File: src/rtl/fetch_queue_if.sv
// Signal bundle between the fetch queue, instruction memory and decode.
// Handshakes: a fetch is accepted on a clk_en edge with inst_req & inst_ack; responses return in request order on inst_rvalid; decode takes the head on a clk_en edge with out_valid & out_ready.
interface fetch_queue_if #(parameter int DEPTH = 4);
  localparam int CW = $clog2(DEPTH) + 1;

  logic          jmp;
  logic [29:0]   jmp_target;
  logic          inst_req;
  logic [29:0]   inst_address;
  logic          inst_ack;
  logic          inst_rvalid;
  logic [31:0]   inst_rdata;
  logic          out_valid;
  logic          out_ready;
  logic [31:0]   out_inst;
  logic [29:0]   out_pc;
  logic [CW-1:0] occupancy;

  modport master (
    input  jmp, jmp_target, inst_ack, inst_rvalid, inst_rdata, out_ready,
    output inst_req, inst_address, out_valid, out_inst, out_pc, occupancy
  );

  modport slave (
    output jmp, jmp_target, inst_ack, inst_rvalid, inst_rdata, out_ready,
    input  inst_req, inst_address, out_valid, out_inst, out_pc, occupancy
  );
endinterface

File: src/rtl/fetch_queue.sv
// Instruction prefetch queue: pipelined in-order word fetches into a shift-register FIFO
// whose entry 0 is the registered head seen by decode; jmp flushes buffered and in-flight fetches.
module fetch_queue #(
  parameter int          DEPTH         = 4,
  parameter logic [29:0] RESET_ADDRESS = 30'h0
) (
  input logic           clk,
  input logic           clk_en,
  input logic           sync_rst,
  fetch_queue_if.master bus
);
  localparam int CW = $clog2(DEPTH) + 1;
  localparam int SW = CW + 2;
  localparam logic [SW-1:0] DEPTH_S = SW'(DEPTH);
  localparam logic [CW-1:0] DEPTH_C = CW'(DEPTH);

  logic [29:0]   fetch_pc_q, fetch_pc_d;
  logic [29:0]   resp_pc_q, resp_pc_d;
  logic [CW-1:0] count_q, count_d;
  logic [CW-1:0] live_q, live_d;
  logic [CW-1:0] stale_q, stale_d;
  logic [29:0]   pc_q   [DEPTH];
  logic [29:0]   pc_d   [DEPTH];
  logic [31:0]   inst_q [DEPTH];
  logic [31:0]   inst_d [DEPTH];

  logic          req, acc, resp, drop, push, pop;
  logic [SW-1:0] credit;
  logic [CW-1:0] wr_idx;
  logic [31:0]   swapped;

  always_comb begin
    credit  = SW'(count_q) + SW'(live_q) + SW'(stale_q);
    req     = clk_en & ~sync_rst & ~bus.jmp & (credit < DEPTH_S);
    acc     = req & bus.inst_ack;
    resp    = clk_en & bus.inst_rvalid;
    drop    = resp & (stale_q != '0);
    push    = resp & (stale_q == '0) & (live_q != '0);
    pop     = clk_en & (count_q != '0) & bus.out_ready;
    swapped = {bus.inst_rdata[7:0], bus.inst_rdata[15:8],
               bus.inst_rdata[23:16], bus.inst_rdata[31:24]};
    // With a pop the entries shift down one, so the new word lands one slot lower.
    wr_idx  = pop ? (count_q - CW'(1)) : count_q;

    fetch_pc_d = fetch_pc_q;
    resp_pc_d  = resp_pc_q;
    count_d    = count_q;
    live_d     = live_q;
    stale_d    = stale_q;
    pc_d       = pc_q;
    inst_d     = inst_q;

    if (clk_en) begin
      if (bus.jmp) begin
        count_d    = '0;
        live_d     = '0;
        fetch_pc_d = bus.jmp_target;
        resp_pc_d  = bus.jmp_target;
        stale_d    = stale_q + live_q - CW'(drop | push);
      end else begin
        fetch_pc_d = fetch_pc_q + 30'(acc);
        resp_pc_d  = resp_pc_q + 30'(push);
        live_d     = live_q + CW'(acc) - CW'(push);
        stale_d    = stale_q - CW'(drop);
        count_d    = count_q + CW'(push) - CW'(pop);
        for (int i = 0; i < DEPTH - 1; i++) begin
          if (pop) begin
            pc_d[i]   = pc_q[i+1];
            inst_d[i] = inst_q[i+1];
          end
        end
        for (int i = 0; i < DEPTH; i++) begin
          if (push && (wr_idx == CW'(i))) begin
            pc_d[i]   = resp_pc_q;
            inst_d[i] = swapped;
          end
        end
      end
    end
  end

  always_ff @(posedge clk) begin
    if (sync_rst) begin
      fetch_pc_q <= RESET_ADDRESS;
      resp_pc_q  <= RESET_ADDRESS;
      count_q    <= '0;
      live_q     <= '0;
      stale_q    <= '0;
      for (int i = 0; i < DEPTH; i++) begin
        pc_q[i]   <= RESET_ADDRESS;
        inst_q[i] <= '0;
      end
    end else begin
      fetch_pc_q <= fetch_pc_d;
      resp_pc_q  <= resp_pc_d;
      count_q    <= count_d;
      live_q     <= live_d;
      stale_q    <= stale_d;
      pc_q       <= pc_d;
      inst_q     <= inst_d;
    end
  end

  assign bus.inst_req     = req;
  assign bus.inst_address = fetch_pc_q;
  assign bus.out_valid    = (count_q != '0);
  assign bus.out_inst     = inst_q[0];
  assign bus.out_pc       = pc_q[0];
  assign bus.occupancy    = count_q;

  // The credit limit makes a push into a full queue impossible.
  a_no_overflow: assert property (@(posedge clk) disable iff (sync_rst)
    !(push && (count_q == DEPTH_C)));
  a_no_orphan_resp: assert property (@(posedge clk) disable iff (sync_rst)
    !(resp && (live_q == '0) && (stale_q == '0)));
endmodule

File: src/flat_wrapper.sv
// flat-port wrapper written by rule: the top's interface ports become plain ports
module fetch_queue_flat 
#(
  parameter int          DEPTH         = 4,
  parameter logic [29:0] RESET_ADDRESS = 30'h0
)
  (clk, clk_en, sync_rst, bus_jmp, bus_jmp_target, bus_inst_ack, bus_inst_rvalid, bus_inst_rdata, bus_out_ready, bus_inst_req, bus_inst_address, bus_out_valid, bus_out_inst, bus_out_pc, bus_occupancy);
  fetch_queue_if #(.DEPTH(DEPTH)) bus_i ();
  input logic clk;
  input logic clk_en;
  input logic sync_rst;
  input wire logic [$bits(bus_i.jmp)-1:0] bus_jmp;
  input wire logic [$bits(bus_i.jmp_target)-1:0] bus_jmp_target;
  input wire logic [$bits(bus_i.inst_ack)-1:0] bus_inst_ack;
  input wire logic [$bits(bus_i.inst_rvalid)-1:0] bus_inst_rvalid;
  input wire logic [$bits(bus_i.inst_rdata)-1:0] bus_inst_rdata;
  input wire logic [$bits(bus_i.out_ready)-1:0] bus_out_ready;
  output wire logic [$bits(bus_i.inst_req)-1:0] bus_inst_req;
  output wire logic [$bits(bus_i.inst_address)-1:0] bus_inst_address;
  output wire logic [$bits(bus_i.out_valid)-1:0] bus_out_valid;
  output wire logic [$bits(bus_i.out_inst)-1:0] bus_out_inst;
  output wire logic [$bits(bus_i.out_pc)-1:0] bus_out_pc;
  output wire logic [$bits(bus_i.occupancy)-1:0] bus_occupancy;
  assign bus_i.jmp = bus_jmp;
  assign bus_i.jmp_target = bus_jmp_target;
  assign bus_i.inst_ack = bus_inst_ack;
  assign bus_i.inst_rvalid = bus_inst_rvalid;
  assign bus_i.inst_rdata = bus_inst_rdata;
  assign bus_i.out_ready = bus_out_ready;
  assign bus_inst_req = bus_i.inst_req;
  assign bus_inst_address = bus_i.inst_address;
  assign bus_out_valid = bus_i.out_valid;
  assign bus_out_inst = bus_i.out_inst;
  assign bus_out_pc = bus_i.out_pc;
  assign bus_occupancy = bus_i.occupancy;
  fetch_queue #(.DEPTH(DEPTH), .RESET_ADDRESS(RESET_ADDRESS)) u_core (.clk(clk), .clk_en(clk_en), .sync_rst(sync_rst), .bus(bus_i));
endmodule
File: config.mk
export PLATFORM = sky130hd
export DESIGN_NAME = fetch_queue_flat
export DESIGN_NICKNAME = d
export VERILOG_FILES = /design/src/rtl/fetch_queue_if.sv /design/src/rtl/fetch_queue.sv /design/src/flat_wrapper.sv
export SDC_FILE = /design/constraint.sdc
export NUM_CORES = 1
export LEC_CHECK = 0
export ABC_AREA = 1
export CAP_MARGIN = 20
export CORE_AREA = 2 2 223 225
export CTS_BUF_LIST = sky130_fd_sc_hd__clkbuf_16
export CTS_CLUSTER_DIAMETER = 80
export DETAILED_ROUTE_END_ITERATION = 10
export DIE_AREA = 0 0 225 227
export GPL_TIMING_DRIVEN = 0
export PLACE_DENSITY = 0.51
export RECOVER_POWER = 50
export SYNTH_ARGS = -nofsm -noshare
export SYNTH_HDL_FRONTEND = slang
export SYNTH_SLANG_ARGS = --single-unit
export TNS_END_PERCENT = 5
File: constraint.sdc
create_clock -name clk -period 8.2 [get_ports clk]
set_input_delay 2.46 -clock clk [delete_from_list [all_inputs] [get_ports clk]]
set_output_delay 2.46 -clock clk [all_outputs]
set_load 0.05 [all_outputs]
==> out/summary.txt <==
ROUTE
-----------------------------------------------------------------------------------------------------
Final ANT Viol Nets                                                                                 0
Initial detailed-routing violation count                                                         1147
Via total after detailed routing                                                                17800
Number of detailed-route iterations in the first pass                                               5
Number of remaining DRC errors                                                                      0
Drt via density                                                                                  4.65
Wire length per cell after detailed routing                                                   15.7 um
Routed wire length                                                                           60100 um

PLACED DESIGN
-----------------------------------------------------------------------------------------------------
DP HPWL                                                                                      45400 um
Placer Congestion                                                                               0.960
I/O Buffers                                                                                       165
Total placed instance area                                                                 20300 um^2
Placed Cells                                                                                     3755

WORST SETUP PATH
-----------------------------------------------------------------------------------------------------
FF-to-FF setup slack                                                                          3500 ps
CP max stage cell                                                                        clkdlybuf4s50_1
CP Capture Type                                                                            output pin
Total number of cells along the worst setup path                                                    7
Top cell family by delay on the critical path                                            buffers and inverters
Critical path startpoint category                                                        primary input
Data arrival time of the critical path                                                        5310 ps
Combined buffer and inverter count along the critical path                                          3
Cell chain of the critical path                                                          dlygate4sd3_1, clkbuf_1, nand2_1, nor3_1, nand3_1, a21oi_1, clkdlybuf4s50_1
Launching instance or port of the critical path                                                clk_en
Worst reg-to-reg path cell count                                                                   14
Crit-path max cell delay                                                                       830 ps
Kind of critical path                                                                    primary input to output pin
Destination of the worst register-to-register timing path                                u_core.inst_q[62]$_SDFFE_PP0P_
Required time of the critical path                                                            5740 ps
Max Fanout on Critical Path                                                                        10
Startpoint of the most critical register-to-register path                                u_core.bus.occupancy[1]$_SDFFE_PP0P_

CLOCK TREE
-----------------------------------------------------------------------------------------------------
Clk root buf                                                                                clkbuf_16
Clock tree from TritonCTS                                                                       built
Number of buffers inserted during clock tree synthesis                                             40
Number of setup buffers added after CTS                                                             0
Post-cts resize count                                                                               0
Number of H-tree branching levels                                                                   2
Worst-skew pair later-pin latency                                                              570 ps
Clock-pin slew of the registers on the worst-case setup and hold paths                          60 ps
Longest Clk Path Bufs                                                                               3
Clock sinks                                                                                       317
Number of buffers inserted by hold repair at cts                                                    0

CELLS AND AREA
-----------------------------------------------------------------------------------------------------
Synthesis-to-finish area growth                                                                 20.2%
Final nets                                                                                       3268
Diode count                                                                                         0
Fin cells                                                                                        3828
Final core utilization                                                                          0.442
Cell area after layout                                                                     21400 um^2
Share of layout cells above drive strength 1                                                   0.0512
Fill cells                                                                                       5252

GLOBAL ROUTING
-----------------------------------------------------------------------------------------------------
Number of antenna violations at the first check in global routing                                   0
Global-route wire length before repair                                                       93400 um
Maximum number of pins on one net before global-route repair                                       12
GRT overflow                                                                                        0
Via count of the first global-routing pass                                                      16700
GRT Util Overall                                                                                0.234

YOSYS
-----------------------------------------------------------------------------------------------------
Gate count after technology mapping                                                              2968
XOR/XNOR Fraction of Synth Area                                                                0.0133
Dominant combinational cell family by area after synthesis                               simple AND/OR/NAND/NOR gates
Post-synth net total                                                                             3061
Post-synthesis share of cell area spent on full adders, half adders and majority gates         0.0185
Flops & latches, synth                                                                            317
YS warnings                                                                                         0
Share of synthesized area occupied by flip-flops and latches                                    0.356
Mapped cell area                                                                           17800 um^2
Number of different library cells in the post-synthesis netlist                                    40
Area fraction in and, or, nand and nor cells after synthesis                                    0.388
Mean post-synth cell area                                                                   6.01 um^2
Share of the synthesized area in compound gates (AO/OA/AOI/OAI)                                0.0795
Portion of netlist area occupied by mux cells                                                       0

FLOORPLANNING
-----------------------------------------------------------------------------------------------------
Total I/O pin count                                                                               166
Horizontal extent of the die                                                                   225 um
Core Box Area                                                                              48500 um^2
Initial cell density of the core                                                                0.367
DIE AREA                                                                                   51100 um^2
Row count                                                                                          81
Die Span Y                                                                                     227 um

STA
-----------------------------------------------------------------------------------------------------
Worst Tran Pin Value                                                                          1160 ps
Total Neg Setup Slack                                                                            0 ps
Fin crit period                                                                               7770 ps
Endpoints failing setup                                                                             0
Share of the clock period used by the worst path                                                0.948
Fin. max-slew vios                                                                                  0
RSZ-0062 raised after global routing                                                            false
Largest clock skew in the final design                                                        23.8 ps
Worst-case headroom to the max-slew limit                                                       0.223
Worst Hold Slack                                                                               442 ps
Hold Violations, Final                                                                              0
Upper clock frequency limit                                                                   129 MHz

HOLD PATH
-----------------------------------------------------------------------------------------------------
End point of the most critical hold path                                                 u_core.pc_q[12]$_SDFFE_PP0P_
Hold Crit Class                                                                          flop to flop
Cells on Worst Hold Path                                                                            2
Hold Path Origin                                                                         u_core.pc_q[12]$_SDFFE_PP0P_

PWR
-----------------------------------------------------------------------------------------------------
Static Leak                                                                                 0.0108 uW
Power density relative to cell area                                                       165 nW/um^2
Peak supply drop                                                                           0.000144 V

FLOW RUN
-----------------------------------------------------------------------------------------------------
Max Cap Violations                                                                                  0

OUTCOME
-----------------------------------------------------------------------------------------------------
Result of the run                                                                           completed

==> cell type report <==
class	count	area [um^2]	share of cell area
Multi-Input combinational cell	2054	8860	0.413
Inverter	358	1340	0.0627
Timing Repair Buffer	165	1650	0.0771
Tap cell	622	778	0.0363
Sequential cell	317	6350	0.296
Clock buffer	42	1050	0.0490
Buffer	239	1200	0.0562
Clock inverter	31	198	0.00922
==> cells in the final DEF, fill, tap and decap left out, drive strengths merged, types with 3 or more instances in the layout <==
cell	instances
xor2	21
ha	20
dlygate4sd3	97
inv	364
xnor2	6
dfxtp	317
a221oi	3
a31oi	12
nand2	1011
nor3	16
nor2	479
clkdlybuf4s50	68
fa	4
o22ai	19
nand4	3
nand3	216
o21ai	103
clkbuf	177
buf	104
clkinv	21
nand3b	7
a21oi	122
==> per-layer routing <==
metal | wire [um] | vias to the layer above | part of all wire | global-route usage
li1 | - | 9383 | - | -
met4 | 1520 | 0 | 0.025 | 0.0694
met1 | 29000 | 7871 | 0.48 | 0.325
met2 | 26300 | 468 | 0.44 | 0.375
met5 | 0 | - | 0 | 0
met3 | 3340 | 91 | 0.056 | 0.0377
==> synthesized netlist by cell type (all sizes together) <==
library cell | instances | area share
nand3 | 216 | 0.061
a221oi | 3 | 0.0015
and3 | 1 | 0.00035
buf | 120 | 0.045
o21ai | 103 | 0.029
nand2 | 1011 | 0.21
a21o | 2 | 0.00084
xnor2 | 6 | 0.0029
and2 | 1 | 0.00035
o21a | 1 | 0.00042
nor2 | 479 | 0.10
nand3b | 7 | 0.0029
a31oi | 12 | 0.0042
clkinv | 3 | 0.00063
fa | 4 | 0.0045
a2bb2oi | 1 | 0.00049
xor2 | 21 | 0.010
o22ai | 19 | 0.0067
ha | 20 | 0.014
o21bai | 1 | 0.00042
a211oi | 2 | 0.00084
clkbuf | 119 | 0.025
a22o | 2 | 0.00098
or2 | 1 | 0.00035
nand4 | 3 | 0.0011
a21oi | 122 | 0.034
nor3 | 16 | 0.0048
inv | 355 | 0.075
dfxtp | 317 | 0.36
==> stage by stage <==
| step | total power, uW | worst slack [ps] |
|---|---|---|
| after floorplan | 1740 | 1840 |
| after global placement | 1870 | 445 |
| after detailed placement | 1870 | 462 |
| after CTS | 3580 | 438 |
| after global routing | 3660 | 263 |
| final | 3540 | 427 |
==> worst max-delay path by stage <==
stage | slack (ps) | to
final | 430 | bus_inst_req
after global routing | 260 | bus_inst_req
after CTS | 440 | bus_inst_req
after detailed placement | 460 | bus_inst_req
after global placement | 450 | bus_inst_req
after floorplan | 1840 | bus_inst_req
==> logic make-up (layout without fill, tap and decap cells) <==
| logic type | after synthesis | in the layout |
|---|---|---|
| adders and majority gates | 24 | 24 |
| DFF | 317 | 317 |
| and+or+nand+nor | 1735 | 1735 |
| buffers and inverters | 597 | 835 |
| xor gates and xnor gates | 27 | 27 |
| AOI/OAI and AO/OA | 268 | 268 |
==> state kept, by name, summed over array words and instances (netlist names) <==
signal                   count
u_core.live_q                3
u_core.resp_pc_q            30
u_core.bus.occupancy         3
u_core.bus.out_inst         32
u_core.pc_q                 90
u_core.bus.inst_address     30
u_core.bus.out_pc           30
u_core.stale_q               3
u_core.inst_q               96
==> where the power goes <==
part / total [uW] / internal (uW) / switching, uW
Sequential: 1580 / 1560 / 23.6
Clock: 1700 / 986 / 719
Combinational: 252 / 80.8 / 171
Total: 3540 / 2630 / 914
==> worst min-delay path, cell delays in order, from the launching register on <==
cell	delay (ps)
dfxtp_1	310
inv_1	40
a21oi_1	50
Note: power is estimated with default switching activity, not from simulation.
==> RTL change: new RTL, same settings <==
Make the reset (`sync_rst`) asynchronous in one clocked block.
--- a/src/rtl/fetch_queue.sv
+++ b/src/rtl/fetch_queue.sv
@@ -80,5 +80,5 @@
   end
 
-  always_ff @(posedge clk) begin
+  always_ff @(posedge clk or posedge sync_rst) begin
     if (sync_rst) begin
       fetch_pc_q <= RESET_ADDRESS;
Check against the original RTL: not equivalent (a bounded check fails within 4 cycles, from zero or initial values and one cycle with sync_rst high; the reset may be asserted at any time).
==> RTL change against the original RTL <==
  * The run now ends with max-capacitance violations, max-slew violations left
  * Area after synthesis is 2.3% lower
  * Worst hold slack gained 32 ps
  * Global-route usage down 1.2 points
  * Largest cell class is now registers
  * Non-clock buffer count down 37
  * Wire length is 6.7% lower
  * Via count is 8.2% lower
  * Sequential cell count unchanged
  * Cell area decreased by 1.2%
  * Worst setup slack gained 730 ps
Power is not compared: it rests on default switching activity, and its combinational part moved more than twofold at a synthesized area within 25%.
==> RTL change: results (changes against the original RTL) <==
- Primary FF master, synth: dfrtp_1 (was dfxtp_1)
- Post-CTS setup buffers: 0 (unchanged)
- Synthesized instance count: 2481 (was 2968)
- Non-Filler Instances: 3347 (was 3828)
- Layout cell share with drive strength beyond 1: 7.046% (was 5.115%)
- Worst Hold End: u_core.bus.out_inst[13] (was u_core.pc_q[12])
- # resized after CTS: 0 (unchanged)
- CP arrival: 4580 ps (was 5310 ps)
- Largest register FFs: 96 (unchanged)
- Routed via count: 16340 (was 17810)
- Outcome: finished with violations (was finished clean)
- Worst Tran Pin Value: 2221 ps (was 1161 ps)
- Mapped Nets: 2574 (was 3061)
- Largest net degree at the start of global routing: 40 (was 12)
- All-layer global routing usage: 22.28% (was 23.45%)
- Slowest cell delay on critical path: 810 ps (was 830 ps)
- Fillers: 5102 (was 5252)
- Max Cap Viol: 6 (was 0)
- Reg2Reg Setup Slack: 3810 ps (was 3500 ps)
- GRT met2 Usage: 36.19% (was 37.50%)
- Area contributors post-synth: dfrtp_1, nand2_1, nand3_1 (was dfxtp_1, nand2_1, nor2_1)
- Met3 Resource Use GR: 3.743% (was 3.769%)
- Drt wl/cell: 16.75 um (was 15.69 um)
- Routing usage on met1: 29.85% (was 32.53%)
- RePlAce Congestion: 0.8635 (was 0.9601)
- Slew Limit Fails: 223 (was 0)
- Hold path start: u_core.bus.out_inst[13] (was u_core.pc_q[12])
- Initial DRC count: 1225 (was 1147)
- Port bufs: 163 (was 165)
- Sequential-to-total area share from yosys stat: 45.54% (was 35.58%)
- Unique cell type count in the Yosys netlist: 41 (was 40)
- Worst clock skew: 25.56 ps (was 23.82 ps)
- Critical register-to-register path startpoint: u_core.bus.occupancy[0] (was u_core.bus.occupancy[1])
- List of most frequent post-synthesis cells: nand2_1, dfrtp_1, nand3_1, inv_1, o21ai_0 (was nand2_1, nor2_1, inv_1, dfxtp_1, nand3_1)
- Worst Hold Path Cells: 2 (unchanged)
- Clock Root Buffer: clkbuf_16 (unchanged)
- Detailed Place HPWL: 41660 um (was 45410 um)
- Violated checks: max-capacitance violations, max-slew violations
- Diodes inserted: 0 (unchanged)
- Total clock sinks: 317 (unchanged)
- R2R Path End: u_core.bus.inst_address[22] (was u_core.inst_q[62])
- Max FO, Critical Path: 10 (unchanged)
- CP max stage cell: clkdlybuf4s50_1 (unchanged)
- Cts bufs inserted: 40 (unchanged)
- Top cell type's share of synthesized area: 45.54% (was 35.58%)
- Final #Nets: 2789 (was 3268)
- FFs w/ async S/R, synth: 100.0% (was 0%)
- 1st-pass router iterations: 8 (was 5)
- First-pass GRT wire length: 88380 um (was 93440 um)
- Reg2Reg Depth: 17 (was 14)
- Synth Warn #: 0 (unchanged)
[RTL change: changes by cell type in the layout (fill, tap and decap cells not counted), moves of 60 or more]
cell	before	now
a21oi_1	122	17
clkbuf_1	135	75
dfrtp_1	0	317
dfxtp_1	317	0
inv_1	363	142
nand2_1	1008	1268
nor2_1	477	93
[RTL change: metrics by stage]
step | power, mW | hold WS [ps] | TNS, ps | area, um2 | worst slack [ps]
final | 4.266 | 474.1 | 0 | 21170 | 1155
after global routing | 4.461 | 493.9 | 0 | 21170 | 829.2
after CTS | 4.322 | 480.2 | 0 | 21280 | 1127
after detailed placement | 2.587 | 465.1 | 0 | 20040 | 1131
after global placement | 2.566 | 462.4 | -362080 | 19830 | -1202
after floorplan | 2.248 | 449.2 | 0 | 17420 | 1515
[RTL change: logic make-up after synthesis]
family,Yosys count,share of synthesized area (%)
adder cells (fa/ha/maj),24,1.896
XOR/XNOR,21,1.056
flip-flops,317,45.54
AO/OA/AOI/OAI,154,5.114
AND/OR/NAND/NOR,1631,37.43
buffers and inverters,334,8.971
[RTL change: power breakdown]
group	leakage, nW	internal, mW	total (mW)	switching (mW)
clock network	0.639	0.998	1.72	0.721
logic	6.56	0.239	0.830	0.591
registers	4.30	1.63	1.72	0.0907
total	11.5	2.86	4.27	1.40
[RTL change: worst register-to-register path: stages, from the launching register on]
cell and delay, ps:
dfrtp_1 410, ha_1 240, fa_1 380, xor2_1 150, ha_1 260, nor3_1 160
nand2_1 100, nor3b_1 650, ha_1 320, nand2_1 80, nor2_1 420, nand3_1 360
nor2_1 400, nand3_1 120, nand2_1 80, nand2_1 40, nand2_1 50, nand2_1 60
[RTL change: cell type report]
cell class                 instances  area share [%]
sequential                       317           37.48
clock inverter                    30           1.017
multi-input combinational       1830           37.44
inverter                         140           2.489
buffer                           194           4.900
clock buffer                      41           4.847
timing repair buffer             173           8.152
tap                              622           3.677
[RTL change: worst max path at each step]
stage,startpoint,slack (ps),cells after the start,to
after floorplan,sync_rst,1520,1,u_core.bus.inst_address[0]
after detailed placement,bus_jmp,1130,7,bus_inst_req
after CTS,bus_jmp,1130,7,bus_inst_req
final,bus_jmp,1160,7,bus_inst_req
after global routing,sync_rst,830,4,u_core.pc_q[78]
after global placement,sync_rst,-1200,2,u_core.bus.out_inst[24]
[RTL change: layer usage]
layer / vias up / routed length (um)
li1: 8107 / -
met1: 7752 / 25660
met2: 392 / 25540
met3: 93 / 2733
met4: 0 / 2118
met5: - / 0
